==> src/rtl/nn_seq_pkg.sv <==
// Shared types and constants for the NN sample sequencer: the sequencer FSM
// encoding, the core's overflow marker and the core FSM-state codes.
package nn_seq_pkg;

  typedef enum logic [2:0] {
    ST_IDLE    = 3'd0,
    ST_ISSUE   = 3'd1,
    ST_WAIT    = 3'd2,
    ST_CAPTURE = 3'd3,
    ST_HOLD    = 3'd4
  } seq_state_t;

  // The core saturates final_output to all-ones on overflow; passed through untouched.
  localparam logic [31:0] OVF_MARKER = 32'hFFFF_FFFF;

  // Codes reported by the core on ovf_fsm_state / zero_fsm_state.
  typedef enum logic [2:0] {
    NN_CORE_S0 = 3'd0,
    NN_CORE_S1 = 3'd1,
    NN_CORE_S2 = 3'd2,
    NN_CORE_S3 = 3'd3,
    NN_CORE_S4 = 3'd4,
    NN_CORE_S5 = 3'd5,
    NN_CORE_S6 = 3'd6
  } nn_core_state_t;

  function automatic logic [2:0] select_state_tag(
    input logic       ovf,
    input logic [2:0] ovf_state,
    input logic [2:0] zero_state
  );
    return ovf ? ovf_state : zero_state;
  endfunction

endpackage

==> src/rtl/nn_sample_fifo.sv <==
// Synchronous FIFO holding sample pairs; extra pointer MSB distinguishes
// full from empty. Head entry is visible without a read request.
module nn_sample_fifo #(
  parameter int WIDTH = 64,
  parameter int DEPTH = 4
) (
  input  logic             clk,
  input  logic             resetn,
  input  logic             push,
  input  logic [WIDTH-1:0] push_data,
  input  logic             pop,
  output logic [WIDTH-1:0] head_data,
  output logic             full,
  output logic             empty
);

  localparam int AW = $clog2(DEPTH);

  logic [AW:0]      wr_ptr_reg;
  logic [AW:0]      rd_ptr_reg;
  logic [WIDTH-1:0] mem [DEPTH];
  logic             do_push;
  logic             do_pop;

  assign full    = (wr_ptr_reg[AW] != rd_ptr_reg[AW]) &&
                   (wr_ptr_reg[AW-1:0] == rd_ptr_reg[AW-1:0]);
  assign empty   = (wr_ptr_reg == rd_ptr_reg);
  assign do_push = push && !full;
  assign do_pop  = pop && !empty;

  always_ff @(posedge clk) begin
    if (resetn) begin
      wr_ptr_reg <= '0;
      rd_ptr_reg <= '0;
    end else begin
      if (do_push) wr_ptr_reg <= wr_ptr_reg + (AW+1)'(1);
      if (do_pop)  rd_ptr_reg <= rd_ptr_reg + (AW+1)'(1);
    end
  end

  // Storage carries no reset: stale entries are unreachable once pointers clear.
  always_ff @(posedge clk) begin
    if (do_push) mem[wr_ptr_reg[AW-1:0]] <= push_data;
  end

  assign head_data = mem[rd_ptr_reg[AW-1:0]];

endmodule

==> src/rtl/nn_sample_sequencer.sv <==
// Feeds buffered sample pairs to the 2-2-1 NN core one at a time, waits the
// core latency, and presents each captured result on a valid/ready stream.
module nn_sample_sequencer
  import nn_seq_pkg::*;
#(
  parameter int DATAWIDTH     = 32,
  parameter int FIFO_DEPTH    = 4,
  parameter int FIRST_LATENCY = 10,
  parameter int RUN_LATENCY   = 5,
  parameter int CNT_WIDTH     = 16
) (
  input  logic                 clk,
  input  logic                 resetn,
  input  logic                 in_valid,
  output logic                 in_ready,
  input  logic [DATAWIDTH-1:0] in_data1,
  input  logic [DATAWIDTH-1:0] in_data2,
  output logic [DATAWIDTH-1:0] nn_input_1,
  output logic [DATAWIDTH-1:0] nn_input_2,
  output logic                 nn_enable,
  input  logic [DATAWIDTH-1:0] nn_final_output,
  input  logic                 nn_total_ovf,
  input  logic                 nn_total_zero,
  input  logic [2:0]           nn_ovf_state,
  input  logic [2:0]           nn_zero_state,
  output logic                 out_valid,
  input  logic                 out_ready,
  output logic [DATAWIDTH-1:0] out_data,
  output logic                 out_ovf,
  output logic                 out_zero,
  output logic [2:0]           out_state,
  output logic [CNT_WIDTH-1:0] sample_count,
  output logic [CNT_WIDTH-1:0] ovf_count,
  output logic                 busy
);

  localparam int LAT_MAX = (FIRST_LATENCY > RUN_LATENCY) ? FIRST_LATENCY : RUN_LATENCY;
  localparam int CW      = $clog2(LAT_MAX + 1);
  localparam logic [CW-1:0] FIRST_LOAD = CW'(FIRST_LATENCY - 1);
  localparam logic [CW-1:0] RUN_LOAD   = CW'(RUN_LATENCY - 1);

  seq_state_t            state_reg, state_next;
  logic [CW-1:0]         wait_cnt_reg, wait_cnt_next;
  logic                  first_done_reg, first_done_next;
  logic [DATAWIDTH-1:0]  nn_input_1_reg, nn_input_1_next;
  logic [DATAWIDTH-1:0]  nn_input_2_reg, nn_input_2_next;
  logic                  out_valid_reg, out_valid_next;
  logic [DATAWIDTH-1:0]  out_data_reg, out_data_next;
  logic                  out_ovf_reg, out_ovf_next;
  logic                  out_zero_reg, out_zero_next;
  logic [2:0]            out_state_reg, out_state_next;
  logic [CNT_WIDTH-1:0]  sample_count_reg, sample_count_next;
  logic [CNT_WIDTH-1:0]  ovf_count_reg, ovf_count_next;

  logic                   fifo_pop;
  logic                   fifo_full;
  logic                   fifo_empty;
  logic [2*DATAWIDTH-1:0] fifo_head;

  nn_sample_fifo #(
    .WIDTH (2*DATAWIDTH),
    .DEPTH (FIFO_DEPTH)
  ) u_fifo (
    .clk       (clk),
    .resetn    (resetn),
    .push      (in_valid),
    .push_data ({in_data1, in_data2}),
    .pop       (fifo_pop),
    .head_data (fifo_head),
    .full      (fifo_full),
    .empty     (fifo_empty)
  );

  always_comb begin
    state_next        = state_reg;
    wait_cnt_next     = wait_cnt_reg;
    first_done_next   = first_done_reg;
    nn_input_1_next   = nn_input_1_reg;
    nn_input_2_next   = nn_input_2_reg;
    out_valid_next    = out_valid_reg;
    out_data_next     = out_data_reg;
    out_ovf_next      = out_ovf_reg;
    out_zero_next     = out_zero_reg;
    out_state_next    = out_state_reg;
    sample_count_next = sample_count_reg;
    ovf_count_next    = ovf_count_reg;
    fifo_pop          = 1'b0;

    case (state_reg)
      ST_IDLE: begin
        if (!fifo_empty) begin
          nn_input_1_next = fifo_head[2*DATAWIDTH-1:DATAWIDTH];
          nn_input_2_next = fifo_head[DATAWIDTH-1:0];
          fifo_pop        = 1'b1;
          state_next      = ST_ISSUE;
        end
      end
      ST_ISSUE: begin
        wait_cnt_next = first_done_reg ? RUN_LOAD : FIRST_LOAD;
        state_next    = ST_WAIT;
      end
      ST_WAIT: begin
        // Leaving on the 1 -> 0 step lands CAPTURE exactly latency cycles after ISSUE.
        if (wait_cnt_reg <= CW'(1)) begin
          wait_cnt_next = '0;
          state_next    = ST_CAPTURE;
        end else begin
          wait_cnt_next = wait_cnt_reg - CW'(1);
        end
      end
      ST_CAPTURE: begin
        out_data_next   = nn_final_output;
        out_ovf_next    = nn_total_ovf;
        out_zero_next   = nn_total_zero;
        out_state_next  = select_state_tag(nn_total_ovf, nn_ovf_state, nn_zero_state);
        out_valid_next  = 1'b1;
        first_done_next = 1'b1;
        state_next      = ST_HOLD;
      end
      ST_HOLD: begin
        if (out_ready) begin
          out_valid_next = 1'b0;
          if (sample_count_reg != '1) sample_count_next = sample_count_reg + CNT_WIDTH'(1);
          if (out_ovf_reg && (ovf_count_reg != '1)) ovf_count_next = ovf_count_reg + CNT_WIDTH'(1);
          state_next = ST_IDLE;
        end
      end
      default: state_next = ST_IDLE;
    endcase
  end

  always_ff @(posedge clk) begin
    if (resetn) begin
      state_reg        <= ST_IDLE;
      wait_cnt_reg     <= '0;
      first_done_reg   <= 1'b0;
      nn_input_1_reg   <= '0;
      nn_input_2_reg   <= '0;
      out_valid_reg    <= 1'b0;
      out_data_reg     <= '0;
      out_ovf_reg      <= 1'b0;
      out_zero_reg     <= 1'b0;
      out_state_reg    <= '0;
      sample_count_reg <= '0;
      ovf_count_reg    <= '0;
    end else begin
      state_reg        <= state_next;
      wait_cnt_reg     <= wait_cnt_next;
      first_done_reg   <= first_done_next;
      nn_input_1_reg   <= nn_input_1_next;
      nn_input_2_reg   <= nn_input_2_next;
      out_valid_reg    <= out_valid_next;
      out_data_reg     <= out_data_next;
      out_ovf_reg      <= out_ovf_next;
      out_zero_reg     <= out_zero_next;
      out_state_reg    <= out_state_next;
      sample_count_reg <= sample_count_next;
      ovf_count_reg    <= ovf_count_next;
    end
  end

  assign in_ready     = !fifo_full;
  assign nn_input_1   = nn_input_1_reg;
  assign nn_input_2   = nn_input_2_reg;
  assign nn_enable    = (state_reg == ST_ISSUE);
  assign out_valid    = out_valid_reg;
  assign out_data     = out_data_reg;
  assign out_ovf      = out_ovf_reg;
  assign out_zero     = out_zero_reg;
  assign out_state    = out_state_reg;
  assign sample_count = sample_count_reg;
  assign ovf_count    = ovf_count_reg;
  assign busy         = (state_reg != ST_IDLE) || !fifo_empty;

endmodule

==> config.mk <==
export PLATFORM = sky130hd
export DESIGN_NAME = nn_sample_sequencer
export DESIGN_NICKNAME = d
export VERILOG_FILES = /design/src/rtl/nn_seq_pkg.sv /design/src/rtl/nn_sample_fifo.sv /design/src/rtl/nn_sample_sequencer.sv
export SDC_FILE = /design/constraint.sdc
export NUM_CORES = 1
export LEC_CHECK = 0
export CORE_MARGIN = 3
export CORE_UTILIZATION = 48
export DETAILED_ROUTE_END_ITERATION = 16
export HOLD_SLACK_MARGIN = 0.02
export PLACE_DENSITY_LB_ADDON = 0.12
export SYNTH_ARGS = -nofsm -noshare
export SYNTH_HDL_FRONTEND = slang
export SYNTH_SLANG_ARGS = --single-unit
==> constraint.sdc <==
create_clock -name clk -period 3.2 [get_ports clk]
set_input_delay 0.32 -clock clk [delete_from_list [all_inputs] [get_ports clk]]
set_output_delay 0.32 -clock clk [all_outputs]
set_load 0.02 [all_outputs]
# Word-level counts from Yosys, hierarchy flattened
# Memories as Yosys holds them, arrays and structs flattened. A register that Yosys moved wholly into a read port is not among the register bits.
# Index checks and enable logic that the tools add are counted.
dict set report totals {
  register_bits 84
  input_bits 108
  mem_bits_rw 256
  wordCells 62
  mem_count 1
}
# memory depth word_bits read_ports rd_clocked_by_memory_dff wr line_no
set memory_table {}
lappend memory_table {u_fifo.mem 4 64 1 1 1 nn_sample_fifo.sv:21} ;# logic [WIDTH-1:0] mem [DEPTH];
dict set report op_classes {
  eq_ne 12
  bitwise_logic 1
  n_addsub 5
  reduce_logical 16
  magnitude_cmp 1
  mux 14
}
# operator count
set ops {}
lappend ops {{16-bit by 1-bit adder with 16-bit output, second input constant} 2}
lappend ops {{16-bit != test, second input constant} 2}
lappend ops {{3-bit one-hot mux with 5 select lines} 1}
lappend ops {{3-bit 2-to-1 mux} 4}
lappend ops {{3-bit AND reduction} 3}
lappend ops {{4-bit 2-to-1 mux} 2}
lappend ops {{4-bit one-hot mux with 2 select lines} 1}
lappend ops {{3-bit by 1-bit adder with 3-bit output, second input constant} 2}
lappend ops {{3-bit by 2-bit equality test with 1-bit output, second input constant} 2}
lappend ops {{2-bit != test, second input constant} 3}
lappend ops {{1-bit 2-to-1 mux} 5}
lappend ops {{4-bit by 1-bit <= comparator with 1-bit output, second input constant} 1}
lappend ops {{1-bit logical AND} 4}
lappend ops {{2-bit AND reduction} 2}
lappend ops {{2-bit nonzero test} 2}
lappend ops {{4-bit by 1-bit subtractor with 4-bit output, second input constant} 1}
lappend ops {{3-bit by 1-bit equality test with 1-bit output, second input constant} 1}
lappend ops {{3-bit equality test} 1}
lappend ops {{3-bit equality test, second input constant} 1}
lappend ops {{3-bit zero test} 1}
lappend ops {{3-bit nonzero test} 1}
lappend ops {{2-bit equality test} 1}
lappend ops {{1-bit zero test} 2}
lappend ops {{1-bit one-hot mux with 2 select lines} 1}
lappend ops {{other kinds (3)} 3}

# Logic depth before layout (Yosys ltp)
# Gate-level depths: netlist (run 1).
dict set report logic_depth {
  ltp_word 6
  mapped_depth 7
  mapped_depth_nobuf 6
}

# By module
# A second synthesis (run 1) with hierarchy kept.
dict set report unflattened {
  cells_unflattened 1090
  hier_area_um2 15347.2
}
# mod instances cells_each area_each_um2 seq_area_each_um2
set modules_own_cells {}
lappend modules_own_cells {nn_sample_fifo 1 402 9788.1 7847.5}
lappend modules_own_cells {nn_sample_sequencer 1 688 5559.1 2842.7}

# Worst setup path before layout (run 1)
# Ideal clock, no wire load.
dict set report synth_timing {
  path_kind {register to register}
  startpoint {register u_fifo.rd_ptr_reg[0]}
  endpoint {register u_fifo.wr_ptr_reg[2]}
  required_time_ns 2.994
  path_stages_with_launch 6
  t_arrival_ns 2.806
  path_slack_ns 0.187
  cell_sequence {dfxtp_1 clkbuf_1 xnor2_1 a31oi_1 and2_1 o21ai_0}
}
dict set report synth_between {
  elab_chain_len 4
}
# element line_no
set synth_lines {}
lappend synth_lines {{from (decl)} nn_sample_fifo.sv:20} ;# logic [AW:0] rd_ptr_reg;
lappend synth_lines {{from (signal assigned)} nn_sample_fifo.sv:37} ;# if (do_pop) rd_ptr_reg <= rd_ptr_reg + (AW+1)'(1);
lappend synth_lines {{2-bit equality test} nn_sample_fifo.sv:26} ;# (wr_ptr_reg[AW-1:0] == rd_ptr_reg[AW-1:0]);
lappend synth_lines {{1-bit logical AND} nn_sample_fifo.sv:25} ;# assign full = (wr_ptr_reg[AW] != rd_ptr_reg[AW]) &&
lappend synth_lines {{1-bit zero test} nn_sample_fifo.sv:28} ;# assign do_push = push && !full;
lappend synth_lines {{1-bit logical AND} nn_sample_fifo.sv:28}
lappend synth_lines {{to (signal assigned)} nn_sample_fifo.sv:36} ;# if (do_push) wr_ptr_reg <= wr_ptr_reg + (AW+1)'(1);
lappend synth_lines {{to (decl)} nn_sample_fifo.sv:19} ;# logic [AW:0] wr_ptr_reg;
# Every way passes these cells.
# A chain may end at the register's enable or synchronous reset.

# Worst setup path in the final report (run 1)
dict set report layout_timing {
  startpoint {register u_fifo.wr_ptr_reg[0]}
  endpoint {output port busy}
}
dict set report layout_between {
  elab_chain_len 3
}
# element line_no
set layout_lines {}
lappend layout_lines {{3-bit equality test} nn_sample_fifo.sv:27} ;# assign empty = (wr_ptr_reg == rd_ptr_reg);
lappend layout_lines {{1-bit zero test} nn_sample_sequencer.sv:173} ;# assign busy = (state_reg != ST_IDLE) || !fifo_empty;
lappend layout_lines {{1-bit logical OR} nn_sample_sequencer.sv:173}
lappend layout_lines {{to (decl)} nn_sample_sequencer.sv:34} ;# output logic busy
# Every way passes these cells.

==> flow_summary.ini, run 1 <==
[cts]
clk_path_buf_depth = 3
htree_levels = 2
holdBufCountCts = 0
clkLatencyLatePin_ps = 530
cts_tree = done
cts-root-buf = clkbuf_16
cts_buffers = 43
clk_transition_reported_paths_ps = 60
postCtsSetupRepairBufs = 0
cts-resized-gates = 0
cts_sinks = 404

[timing]
finalCritPeriodShare_pct = 78.1
setup_ws_ps = 699
relSlewSlack_pct = 30.7
rsz0062_at_grt = false
worstMarginPinSlew_ps = 1040
setup_viol = 0
fin_worst_skew_ps = 20.4
fmax_mhz = 400
maxSlewViolCount = 0
min_period_ps = 2500
final.setup.tns_ps = 0
hold_viol = 0

[cells_and_area]
nNetsFinal = 1434
diodes = 0
synthToLayoutAreaGrowth_pct = 28.4
largest_reg_flops = 256
nFillCells = 2359
layout-drive-gt1-share_pct = 11.8

[worst_setup_path]
crit_path_start = u_fifo.wr_ptr_reg[0]
cp_max_fo = 6
required_ps = 2880
r2r-start = sample_count[0]
arrival_ps = 2180
slowest_delay_ps = 660
crit_chain = xor2_1, nor3_1, nand2_1, clkdlybuf4s50_1
critPathKind = register to output port
crit_slowest_cell = clkdlybuf4s50_1
critPathCaptureType = output port
start_kind = register

[synthesis]
synth-seq-cells = 404
synth-simple-area-share_pct = 9.83
synth_edf_count = 256
yosysWarningCount = 0
avgSynthCellArea_sq_um = 14.2
yosysSeqAreaShare_pct = 70.3
muxShareOfSynthArea_pct = 9.85
synth_flop_cell = edfxtp_1
synthDistinctLibCells = 48
synth_fa_ha_area_share_pct = 0.744
netlist_area_sq_um = 15100
synthCells = 1069
synth_top_family_by_area = multiplexers
synth_compound_area_share_pct = 6.66
synthArstFlopShare_pct = 0
synth-xor-area-share_pct = 0.521
synth_nets = 1186

[drt]
wl_met1_mm = 14.7
route.met3.wl_mm = 2.08
post_drt_wl_per_cell_um = 19.0
ant_nets = 0
drt_pre_antenna_iters = 4
via_count = 9516
met2_wirelength_mm = 15.9
drc = 0
top_layer_used = met5
finalWirelength_mm = 33.2
viasPerCell = 5.45
drtIter0Drc = 684

[global_routing]
grt-ovfl-total = 0
antenna_found_initial = 2
grt_pass1_vias = 9512
grt_max_degree = 67
grt_pass1_wl_mm = 52.5
grt_use_total_pct = 19.6

[pwr]
powerDensity_nw_per_um2 = 776
leakage_nw = 6.33
ir_worst_vdd_v = 0.000575

[die]
core_area_sq_um = 30800
die_area_sq_um = 33700
row_count = 64
pin_count = 245
initial_core_util_pct = 49.1
chipWidth_um = 184
die_h_um = 184

[flow_run]
drv_cap = 0

[place]
portBuffers = 244
place_ws_ps = 747
dp_hpwl_mm = 19.9
routabilityCongestion = 0.781

[worst_hold_path]
hold_start = resetn
hold_path.class = primary input to register

[status]
status = complete, no violations
==> power by group <==
| group | internal, mW | total (mW) | switching [mW] |
|---|---|---|---|
| Clock | 2.92 | 4.84 | 1.92 |
| Sequential | 6.15 | 6.47 | 0.324 |
| Combinational | 1.67 | 3.78 | 2.12 |
==> synth_stat cells (9+ instances only) <==
master / count / share of area [%]
o21ai_0: 16 / 0.53
dfxtp_1: 148 / 20
or3_1: 11 / 0.45
nand2_1: 210 / 5.2
edfxtp_1: 256 / 51
ha_1: 9 / 0.74
clkbuf_1: 46 / 1.1
a21oi_1: 128 / 4.2
nor2_1: 19 / 0.47
nand3_1: 12 / 0.40
o31ai_1: 18 / 0.89
inv_1: 16 / 0.40
mux4_2: 64 / 9.5
nand4_1: 10 / 0.41
or4_1: 19 / 0.94
==> area by class of cell <==
class                      instances  area, sq um  area share, %
inverter                          16         60.1          0.309
clock buffer                      65         1240           6.38
sequential                       404        10700           54.8
clock inverter                    14          154          0.791
timing repair buffer             264         2630           13.5
tap                              396          495           2.55
multi-input combinational        588         4210           21.7
==> critical path, delay by kind of cell, from the launching register on <==
kind	cells	cell delay (ps)
simple gates	2	180
xor+xnor	1	350
flops	1	460
buf+inv	1	660
==> cell families after synthesis <==
logic type | count (synthesis)
AOI/OAI and AO/OA | 180
DFF | 404
xor gates and xnor gates | 9
muxes | 69
buffers and inverters | 77
and+or+nand+nor | 321
adders and majority gates | 9
==> placed cells by master (no fill, tap or decap), types with 6 or more instances in the layout <==
cell / instances
a21oi_1: 128
buf_4: 18
clkbuf_1: 15
clkbuf_16: 44
clkbuf_8: 6
clkdlybuf4s50_1: 243
dfxtp_1: 146
edfxtp_1: 256
ha_1: 9
inv_1: 16
mux4_2: 64
nand2_1: 210
nand3_1: 12
nand4_1: 10
nor2_1: 19
nor3_1: 8
o21ai_0: 16
o31ai_1: 17
or3_1: 11
or4_1: 19
==> worst paths after layout <==
kind / slack [ps] / endpoint / cells past startpoint
max: 700 / busy / 4
min: 270 / sample_count[1] / 2
max reg2reg: 1030 / sample_count[1] / 6
min reg2reg: 450 / out_data[6] / 2
==> metrics by stage <==
step	hold slack [ps]	total power [mW]	area (sq um)	cells	util, %
final	271	15.1	19400	1747	63.1
after global routing	289	15.9	19400	1747	63.1
after CTS	251	15.3	19400	1747	63.1
after detailed placement	447	10.4	18100	1668	58.6
after global placement	441	10.4	18100	1668	58.6
after floorplan	419	8.80	15100	1069	-
==> layer usage <==
metal | GRT usage (%) | vias up
met1 | 26.8 | 4676
met3 | 4.31 | 43
met5 | 0 | -
met2 | 32.7 | 268
met4 | 4.42 | 4
li1 | - | 4525
No activity file was read; power rests on OpenSTA's default activity.
==> run 2, diff against run 1 <==
Settings changed: CORE_UTILIZATION 48 to 50.
Clock period 3.2 ns to 2.58 ns, I/O delays scaled along.
==> flow_summary.ini, run 2 (synthesized netlist as in run 1, its figures left out) <==
[cells_and_area]
largest_reg_flops = 256
synthToLayoutAreaGrowth_pct = 28.8
layout-drive-gt1-share_pct = 12.6
stdcell_area_sq_um = 19500
nNetsFinal = 1443
final_common_cell = edfxtp_1
diodes = 0
nFillCells = 2244
final_cell_mix = 256 x edfxtp_1, 243 x clkdlybuf4s50_1, 210 x nand2_1

[die]
die_area_sq_um = 32400
initial_core_util_pct = 50.9
row_count = 63
die_h_um = 180
chipWidth_um = 180
core_area_sq_um = 29700
pin_count = 245

[timing]
whs_ps = 160
maxSlewViolCount = 0
fmax_mhz = 405
hold_viol = 0
finalCritPeriodShare_pct = 95.7
final.setup.tns_ps = 0
rsz0062_at_grt = false
setup_viol = 0
worstMarginPinSlew_ps = 939
fin_worst_skew_ps = 15.4
min_period_ps = 2470
relSlewSlack_pct = 37.4

[flow_run]
drv_cap = 0

[drt]
via_count = 9590
drtIter0Drc = 600
ant_nets = 0
drc = 0
post_drt_wl_per_cell_um = 18.9
viasPerCell = 5.48
drt_pre_antenna_iters = 5
finalWirelength_mm = 33.1

[worst_setup_path]
start_kind = register
r2r_cells = 5
critPathCaptureType = output port
r2r-start = u_fifo.wr_ptr_reg[1]
critPathKind = register to output port
crit_path_end = busy
crit_path_start = u_fifo.wr_ptr_reg[0]
r2r-end = nn_input_2[9]
cp_max_fo = 6
rrSetupSlack_ps = 290
required_ps = 2320
arrival_ps = 2210

[pwr]
powerDensity_nw_per_um2 = 943
p_total_mw = 18.4
leakage_nw = 6.36
ir_worst_vdd_v = 0.000723

[global_routing]
grt_pass1_wl_mm = 52.0
grt_pass1_vias = 9431
grt-ovfl-total = 0
antenna_found_initial = 4
grt_max_degree = 53
grt_use_total_pct = 20.0

[place]
dp_hpwl_mm = 20.6
placedInstanceArea_sq_um = 18200
portBuffers = 244
routabilityCongestion = 0.829

[cts]
htree_levels = 2
cts-root-buf = clkbuf_16
cts-resized-gates = 0
cts_sinks = 404
cts_tree = done
clkLatencyLatePin_ps = 530
clk_path_buf_depth = 3
clk_transition_reported_paths_ps = 60
cts_buffers = 42
postCtsSetupRepairBufs = 0
holdBufCountCts = 0

[worst_hold_path]
hold_path.class = primary input to register

[status]
status = complete, no violations
run 2: cell types whose count changed in the layout (fill, tap and decap cells not counted):
cell	change
clkinv_1	+2
xor2_2	+1
xor2_1	-1
buf_4	+3
clkinv_4	+1
clkinv_2	+5
clkbuf_16	-1
clkbuf_1	-4
clkbuf_8	-2
bufinv_16	-2
buf_12	+7
clkinv_8	-1
run 2: through the flow:
stage / utilization (%) / setup slack (ps) / instances
2_1_floorplan: - / 261 / 1069
3_3_place_gp: 61.3 / 236 / 1672
3_5_place_dp: 61.3 / 196 / 1672
4_1_cts: 65.6 / 83.5 / 1749
5_1_grt: 65.6 / 0.412 / 1749
6_report: 65.6 / 111 / 1749
run 2: metal layers:
metal / vias to the layer above / global-route usage [%] / wire length (um)
li1: 4536 / - / -
met1: 4676 / 27.8 / 14500
met2: 317 / 32.6 / 15600
met3: 53 / 4.68 / 2340
met4: 8 / 4.64 / 615
met5: - / 0 / 55
run 2: how the worst min path moves through the flow:
stage / start / to / slack [ps] / cells past startpoint
3_3_place_gp: out_data[12] / out_data[12] / 440 / 2
3_5_place_dp: nn_input_2[16] / nn_input_2[16] / 450 / 2
2_1_floorplan: in_data2[0] / u_fifo.mem[0][0] / 360 / 0
6_report: resetn / u_fifo.wr_ptr_reg[1] / 160 / 2
4_1_cts: resetn / u_fifo.wr_ptr_reg[1] / 150 / 2
5_1_grt: resetn / sample_count[1] / 180 / 2
run 2: area by class of cell:
class                      instances  area, sq um  area share, %
multi-input combinational        588         4220           21.6
sequential                       404        10700           54.6
clock buffer                      58         1170           6.01
tap                              390          488           2.50
inverter                          16         60.1          0.308
clock inverter                    19          119          0.609
timing repair buffer             274         2790           14.3
run 2: power by group:
part	leakage (nW)	internal, mW	switching (mW)
sequential	3.55	7.62	0.387
combinational	2.16	2.09	2.67
clock	0.641	3.28	2.36
run 2: worst max-delay path, cell delays in order, from the launching register on:
cell             delay [ps]
dfxtp_1                 470
xor2_1                  350
nor3_1                   90
nand2_1                 120
clkdlybuf4s50_1         660
